==> src/rtl/a5_pkg.sv <==
// Shared constants, state encoding and helpers for the A5/1-style keystream generator.
package a5_pkg;

    localparam int R1_W = 19;
    localparam int R2_W = 22;
    localparam int R3_W = 23;

    localparam logic [R1_W-1:0] R1_TAPS = 19'h72000;
    localparam logic [R2_W-1:0] R2_TAPS = 22'h300000;
    localparam logic [R3_W-1:0] R3_TAPS = 23'h700080;

    localparam int R1_CLK = 8;
    localparam int R2_CLK = 10;
    localparam int R3_CLK = 10;

    typedef enum logic [2:0] {
        ST_IDLE,
        ST_KEY,
        ST_FRAME,
        ST_MIX,
        ST_OUT
    } a5_state_t;

    function automatic logic maj3(input logic a, input logic b, input logic c);
        return (a & b) | (a & c) | (b & c);
    endfunction

endpackage

==> src/rtl/a5_lfsr_sync.sv <==
// One Galois-free Fibonacci shift register with synchronous clear and step enable.
module a5_lfsr_sync #(
    parameter int               WIDTH   = 19,
    parameter logic [WIDTH-1:0] TAPS    = '0,
    parameter int               CLK_BIT = 8
) (
    input  logic clk,
    input  logic reset,
    input  logic clr,
    input  logic en,
    input  logic d,
    output logic msb,
    output logic clk_bit
);

    logic [WIDTH-1:0] sr;

    always_ff @(posedge clk) begin
        if (reset || clr) begin
            sr <= '0;
        end else if (en) begin
            sr <= {sr[WIDTH-2:0], d ^ (^(sr & TAPS))};
        end
    end

    // msb is the value the register will hold after this edge, so the
    // output stage can register the keystream bit of the next state.
    assign msb     = en ? sr[WIDTH-2] : sr[WIDTH-1];
    assign clk_bit = sr[CLK_BIT];

endmodule

==> src/rtl/a5_keystream_gen.sv <==
// Sequenced A5/1-style keystream core: serial key/frame load, mixing, then
// valid/ready keystream output.
module a5_keystream_gen
    import a5_pkg::*;
#(
    parameter int KEY_BITS   = 64,
    parameter int FRAME_BITS = 22,
    parameter int MIX_CYCLES = 100,
    parameter int OUT_BITS   = 228
) (
    input  logic                  clk,
    input  logic                  reset,
    input  logic                  start,
    input  logic [KEY_BITS-1:0]   key,
    input  logic [FRAME_BITS-1:0] frame,
    output logic                  busy,
    output logic                  ks_valid,
    input  logic                  ks_ready,
    output logic                  ks_bit,
    output logic                  ks_last
);

    localparam int MAX_KF  = (KEY_BITS > FRAME_BITS) ? KEY_BITS : FRAME_BITS;
    localparam int MAX_MO  = (MIX_CYCLES > OUT_BITS) ? MIX_CYCLES : OUT_BITS;
    localparam int MAX_LEN = (MAX_KF > MAX_MO) ? MAX_KF : MAX_MO;
    localparam int CNT_W   = $clog2(MAX_LEN) + 1;

    localparam logic [CNT_W-1:0] KEY_LAST   = CNT_W'(KEY_BITS - 1);
    localparam logic [CNT_W-1:0] FRAME_LAST = CNT_W'(FRAME_BITS - 1);
    localparam logic [CNT_W-1:0] MIX_LAST   = CNT_W'(MIX_CYCLES - 1);
    localparam logic [CNT_W-1:0] OUT_LAST   = CNT_W'(OUT_BITS - 1);
    localparam logic [CNT_W-1:0] OUT_N      = CNT_W'(OUT_BITS);

    a5_state_t             state;
    logic [CNT_W-1:0]      cnt;
    logic [KEY_BITS-1:0]   key_sh;
    logic [FRAME_BITS-1:0] frame_sh;

    logic       clr;
    logic       d;
    logic       m;
    logic       fire;
    logic [2:0] en;
    logic [2:0] cbit;
    logic [2:0] nxt_msb;

    always_comb begin
        m    = maj3(cbit[0], cbit[1], cbit[2]);
        fire = (state == ST_OUT) && (!ks_valid || ks_ready) && (cnt < OUT_N);
        clr  = (state == ST_IDLE) && start;
        d    = 1'b0;
        en   = '0;
        case (state)
            ST_KEY: begin
                d  = key_sh[0];
                en = '1;
            end
            ST_FRAME: begin
                d  = frame_sh[0];
                en = '1;
            end
            ST_MIX:  en = ~(cbit ^ {3{m}});
            ST_OUT:  en = fire ? ~(cbit ^ {3{m}}) : 3'b000;
            default: en = '0;
        endcase
    end

    a5_lfsr_sync #(.WIDTH(R1_W), .TAPS(R1_TAPS), .CLK_BIT(R1_CLK)) u_r1 (
        .clk(clk), .reset(reset), .clr(clr), .en(en[0]), .d(d),
        .msb(nxt_msb[0]), .clk_bit(cbit[0])
    );

    a5_lfsr_sync #(.WIDTH(R2_W), .TAPS(R2_TAPS), .CLK_BIT(R2_CLK)) u_r2 (
        .clk(clk), .reset(reset), .clr(clr), .en(en[1]), .d(d),
        .msb(nxt_msb[1]), .clk_bit(cbit[1])
    );

    a5_lfsr_sync #(.WIDTH(R3_W), .TAPS(R3_TAPS), .CLK_BIT(R3_CLK)) u_r3 (
        .clk(clk), .reset(reset), .clr(clr), .en(en[2]), .d(d),
        .msb(nxt_msb[2]), .clk_bit(cbit[2])
    );

    // Key and frame shadows shift right so bit i is always at position 0 on load cycle i.
    always_ff @(posedge clk) begin
        if (reset) begin
            state    <= ST_IDLE;
            cnt      <= '0;
            key_sh   <= '0;
            frame_sh <= '0;
            busy     <= 1'b0;
            ks_valid <= 1'b0;
            ks_bit   <= 1'b0;
            ks_last  <= 1'b0;
        end else begin
            case (state)
                ST_IDLE: begin
                    if (start) begin
                        key_sh   <= key;
                        frame_sh <= frame;
                        cnt      <= '0;
                        busy     <= 1'b1;
                        state    <= ST_KEY;
                    end
                end
                ST_KEY: begin
                    key_sh <= key_sh >> 1;
                    if (cnt == KEY_LAST) begin
                        cnt   <= '0;
                        state <= ST_FRAME;
                    end else begin
                        cnt <= cnt + 1'b1;
                    end
                end
                ST_FRAME: begin
                    frame_sh <= frame_sh >> 1;
                    if (cnt == FRAME_LAST) begin
                        cnt   <= '0;
                        state <= ST_MIX;
                    end else begin
                        cnt <= cnt + 1'b1;
                    end
                end
                ST_MIX: begin
                    if (cnt == MIX_LAST) begin
                        cnt   <= '0;
                        state <= ST_OUT;
                    end else begin
                        cnt <= cnt + 1'b1;
                    end
                end
                ST_OUT: begin
                    if (fire) begin
                        ks_bit   <= ^nxt_msb;
                        ks_valid <= 1'b1;
                        ks_last  <= (cnt == OUT_LAST);
                        cnt      <= cnt + 1'b1;
                    end else if (ks_valid && ks_ready && ks_last) begin
                        ks_valid <= 1'b0;
                        ks_last  <= 1'b0;
                        ks_bit   <= 1'b0;
                        busy     <= 1'b0;
                        cnt      <= '0;
                        state    <= ST_IDLE;
                    end
                end
                default: state <= ST_IDLE;
            endcase
        end
    end

endmodule

==> config.mk <==
export PLATFORM = sky130hd
export DESIGN_NAME = a5_keystream_gen
export DESIGN_NICKNAME = d
export VERILOG_FILES = /design/src/rtl/a5_pkg.sv /design/src/rtl/a5_lfsr_sync.sv /design/src/rtl/a5_keystream_gen.sv
export SDC_FILE = /design/constraint.sdc
export NUM_CORES = 1
export LEC_CHECK = 0
export BUFFER_PORTS_ARGS = -buffer_cell sky130_fd_sc_hd__buf_2
export CORE_ASPECT_RATIO = 1.2
export CORE_MARGIN = 2
export CORE_UTILIZATION = 35
export DETAILED_ROUTE_END_ITERATION = 8
export SETUP_SLACK_MARGIN = 0.05
export SLEW_MARGIN = 20
export SYNTH_ARGS = -nofsm -noshare
export SYNTH_HDL_FRONTEND = slang
export SYNTH_SLANG_ARGS = --single-unit
export TNS_END_PERCENT = 100
==> constraint.sdc <==
create_clock -name clk -period 2.2 [get_ports clk]
set_input_delay 0.11 -clock clk [delete_from_list [all_inputs] [get_ports clk]]
set_output_delay 0.11 -clock clk [all_outputs]
set_load 0.005 [all_outputs]
==> summary.md <==
| Metric | Value |
|---|---|
| Placed instance area | `a little under 8000 µm²` |
| Vias per cell | `4.833` |
| CTS tree | `built` |
| Most frequently used cell type in the post-synthesis netlist | `dfxtp_1` |
| Design Area, Final | `around 9300 µm²` |
| Slew of the pin with the lowest slew margin | `around 0.55 ns` |
| Total track usage | `0.1563` |
| Final Setup Violations | `0` |
| Largest net degree at the start of global routing | `~80` |
| Ranking of synthesized cells by area | `dfxtp_1 48%, nor2_1 8.9%, nand2_1 7.6%` |
| Clock transition at path regs | `roughly 0.060 ns` |
| Number of antenna violations at the first check in global routing | `0` |
| CP startpoint kind | `flip-flop` |
| Clock Tree Root | `clkbuf_16` |
| Core area | `between 15000 and 20000 µm²` |
| Power Density | `between 1000 and 1500 nW/µm²` |
| Synth Instances | `828` |
| Post-detail-place hpwl | `approximately 9700 µm` |
| PortBufs | `93` |
| TNS Setup | `0 ns` |
| RSZ-0062 raised after global routing | `false` |
| Top cell family by delay on the critical path | `compound AO/OA/AOI/OAI gates` |
| Post-synth top area share | `0.4848` |
| Die area | `20730 µm²` |
| Seq/Total Area, Yosys | `0.4848` |
| Clk sinks | `~170` |
| Worst R2R Start | `state[2]` |
| Die height | `157.3 µm` |
| Flops & latches, synth | `~170` |
| Cell mode on critical path | `xnor2_1` |
| Top cells by count, synth | `166 x dfxtp_1, 162 x nor2_1, 139 x nand2_1` |
| Syn Nets | `slightly above 900` |
| Final Cycle Share | `0.9055` |
| Leakage | `~0.0038 µW` |
| Distinct cells, synth | `between 40 and 50` |
| Nets@finish | `approximately 1100` |
| Initial Util | `0.3532` |
| Worst min path class | `in2reg` |
| Max-cap violations | `0` |
| Post-synth EDFFs | `0` |
| Layout cell share with drive strength beyond 1 | `0.1798` |
| WL final | `between 15000 and 20000 µm` |
| H-tree Lvls | `4` |
| CP required | `roughly 2.5 ns` |
| Fmax | `around 0.50 GHz` |
| DRC errors left | `0` |
| Initial DRC Count | `about 450` |
| Rows | `56` |
| CP Max Fanout | `6` |
| WP data arrival | `roughly 2.3 ns` |
| Clk_lat worst skew | `between 0.4 and 0.5 ns` |
| Post-route ant nets | `0` |
| Pins Over Slew Limit | `0` |
| First-pass GRT wire length | `between 20000 and 30000 µm` |
| CTS buffer count | `17` |
| Main synth FF type | `dfxtp_1` |
| Post-CTS Setup Bufs | `0` |
| Chip width | `roughly 130 µm` |
| Minimum clock period | `about 2 ns` |
| Crit path from | `state[2]` |
| Worst Setup End Kind | `flip-flop` |
| Synth warn | `0` |
| I/O pin count | `94` |
| Avg Synthesized Cell Area | `8.279 µm²` |
| Total grt overflow | `0` |
| Drt first pass iters | `4` |
| Syn-to-layout area delta | `35.23%` |
| Async SR Flop Fraction | `0` |
| Routed wire length per instance | `~13 µm` |
| Status | `completed` |
| Critical Path, Cell by Cell | `nor3b_4 > o2111ai_4 > a2111oi_2 > and3b_1 > xnor2_1 > xnor2_1 > o31ai_2` |
| Vias in the first global route | `5970` |
| Setup CP Type | `reg2reg` |
| Clk buf depth | `2` |
| Headroom to the max-slew limit | `0.6327` |
| Buf/Inv on CP | `0` |
| Gpl congestion | `slightly below 0.8` |
| Synth area leader | `dfxtp_1` |
| Final hold viol count | `0` |
| Max VDD drop | `0.6292 mV` |
| Layout Skew | `roughly 0.013 ns` |
| Critical Path Max Stage Delay | `~0.39 ns` |
| Vias post-DR | `around 6200` |
| Worst Hold Launch | `key[34]` |
| Netlist Area Pre-Place | `~7000 µm²` |
| Slowest cell on crit path | `dfxtp_1` |
## placed cells by master, fill, tap and decap left out, types with 3 or more instances in the layout
cell type        n
nand2b_1         6
a311oi_1        29
dlygate4sd3_1   85
a22oi_1         35
nor4_1          28
clkbuf_16       17
inv_1            6
buf_12           6
clkinvlp_4       3
and3b_1          3
dfxtp_1        165
buf_4           30
o21ai_0          7
a21oi_1         75
nor2_1         161
nand2_1        138
bufinv_16        4
mux2i_1         38
a211oi_1         4
nor3_1           3
buf_2           92
nand3_1         11
nor3b_1          3
nand4_1          3
and3_1           4
nand3b_1         3
xnor2_1         13
## flip-flops by register name, summed over array words and instances, names as in the netlist
name	cells
key_sh	64
u_r3.sr	23
frame_sh	22
u_r2.sr	22
u_r1.sr	19
cnt	9
state	3
busy	1
ks_bit	1
ks_last	1
ks_valid	1
## power by group
| group | switching [µW] | internal, µW |
|---|---|---|
| Combinational | 2490 | 1670 |
| Sequential | 335 | 3610 |
| Clock | 1240 | 1980 |
| Total | 4070 | 7250 |
## cells by family after synthesis
group,after synthesis,synth area share
AO/OA/AOI/OAI,163,0.1575
AND/OR/NAND/NOR,379,0.2402
buffers and inverters,67,0.04179
flip-flops,166,0.4848
adder cells (fa/ha/maj),2,0.003650
XOR/XNOR,13,0.01661
multiplexers,38,0.05548
## area by class of cell
class | instances | area, µm²
Fill cell | 1862 | 10140
Sequential cell | 166 | 3324
Multi-Input combinational cell | 595 | 3291
Timing Repair Buffer | 213 | 1657
Clock buffer | 19 | 452.9
Tap cell | 261 | 326.6
Clock inverter | 13 | 193.9
Inverter | 6 | 22.52
Antenna cell | 1 | 2.502
## worst reg2reg max path, stage by stage, from the launching register on
cell       delay, ns
dfxtp_1         0.39
nor3b_4         0.29
o2111ai_4       0.21
a2111oi_2       0.31
and3b_1         0.25
xnor2_1         0.19
xnor2_1         0.16
o31ai_2         0.07
## metrics by stage
stage	power (µW)	setup WS [ns]	util	cells	hold WS [ns]
3_5_place_dp	8003	0.1725	0.3989	1156	0.3845
4_1_cts	11370	0.1625	0.4761	1273	0.05432
2_1_floorplan	6873	0.2311	-	828	0.2460
5_1_grt	12100	0.06606	0.4775	1273	0.06796
3_3_place_gp	7980	0.2206	0.3989	1156	0.3792
6_report	11320	0.2079	0.4776	1274	0.05299
## worst paths after layout
kind	endpoint	slack [ns]	cells after the start
setup / recovery	ks_bit	0.21	7
hold / removal	key_sh[34]	0.05	3
setup reg to reg	ks_bit	0.21	7
hold reg to reg	u_r1.sr[9]	0.45	2
## layer usage
metal | vias up | routed length, µm | GRT usage | part of all wire
met5 | - | 0 | 0 | 0
met4 | 0 | 159 | 0.05952 | 0.0099
met3 | 13 | 503 | 0.03092 | 0.031
met2 | 107 | 8078 | 0.2648 | 0.50
met1 | 2829 | 7381 | 0.1974 | 0.46
li1 | 3208 | - | - | -
## repair_timing
action                                  CTS  global route
endpoints found under the setup margin    0             6
endpoints found under the hold margin    85             0
hold buffers                             85             0
gates resized for setup                   0             5
Note: power is estimated with default switching activity, not from simulation.
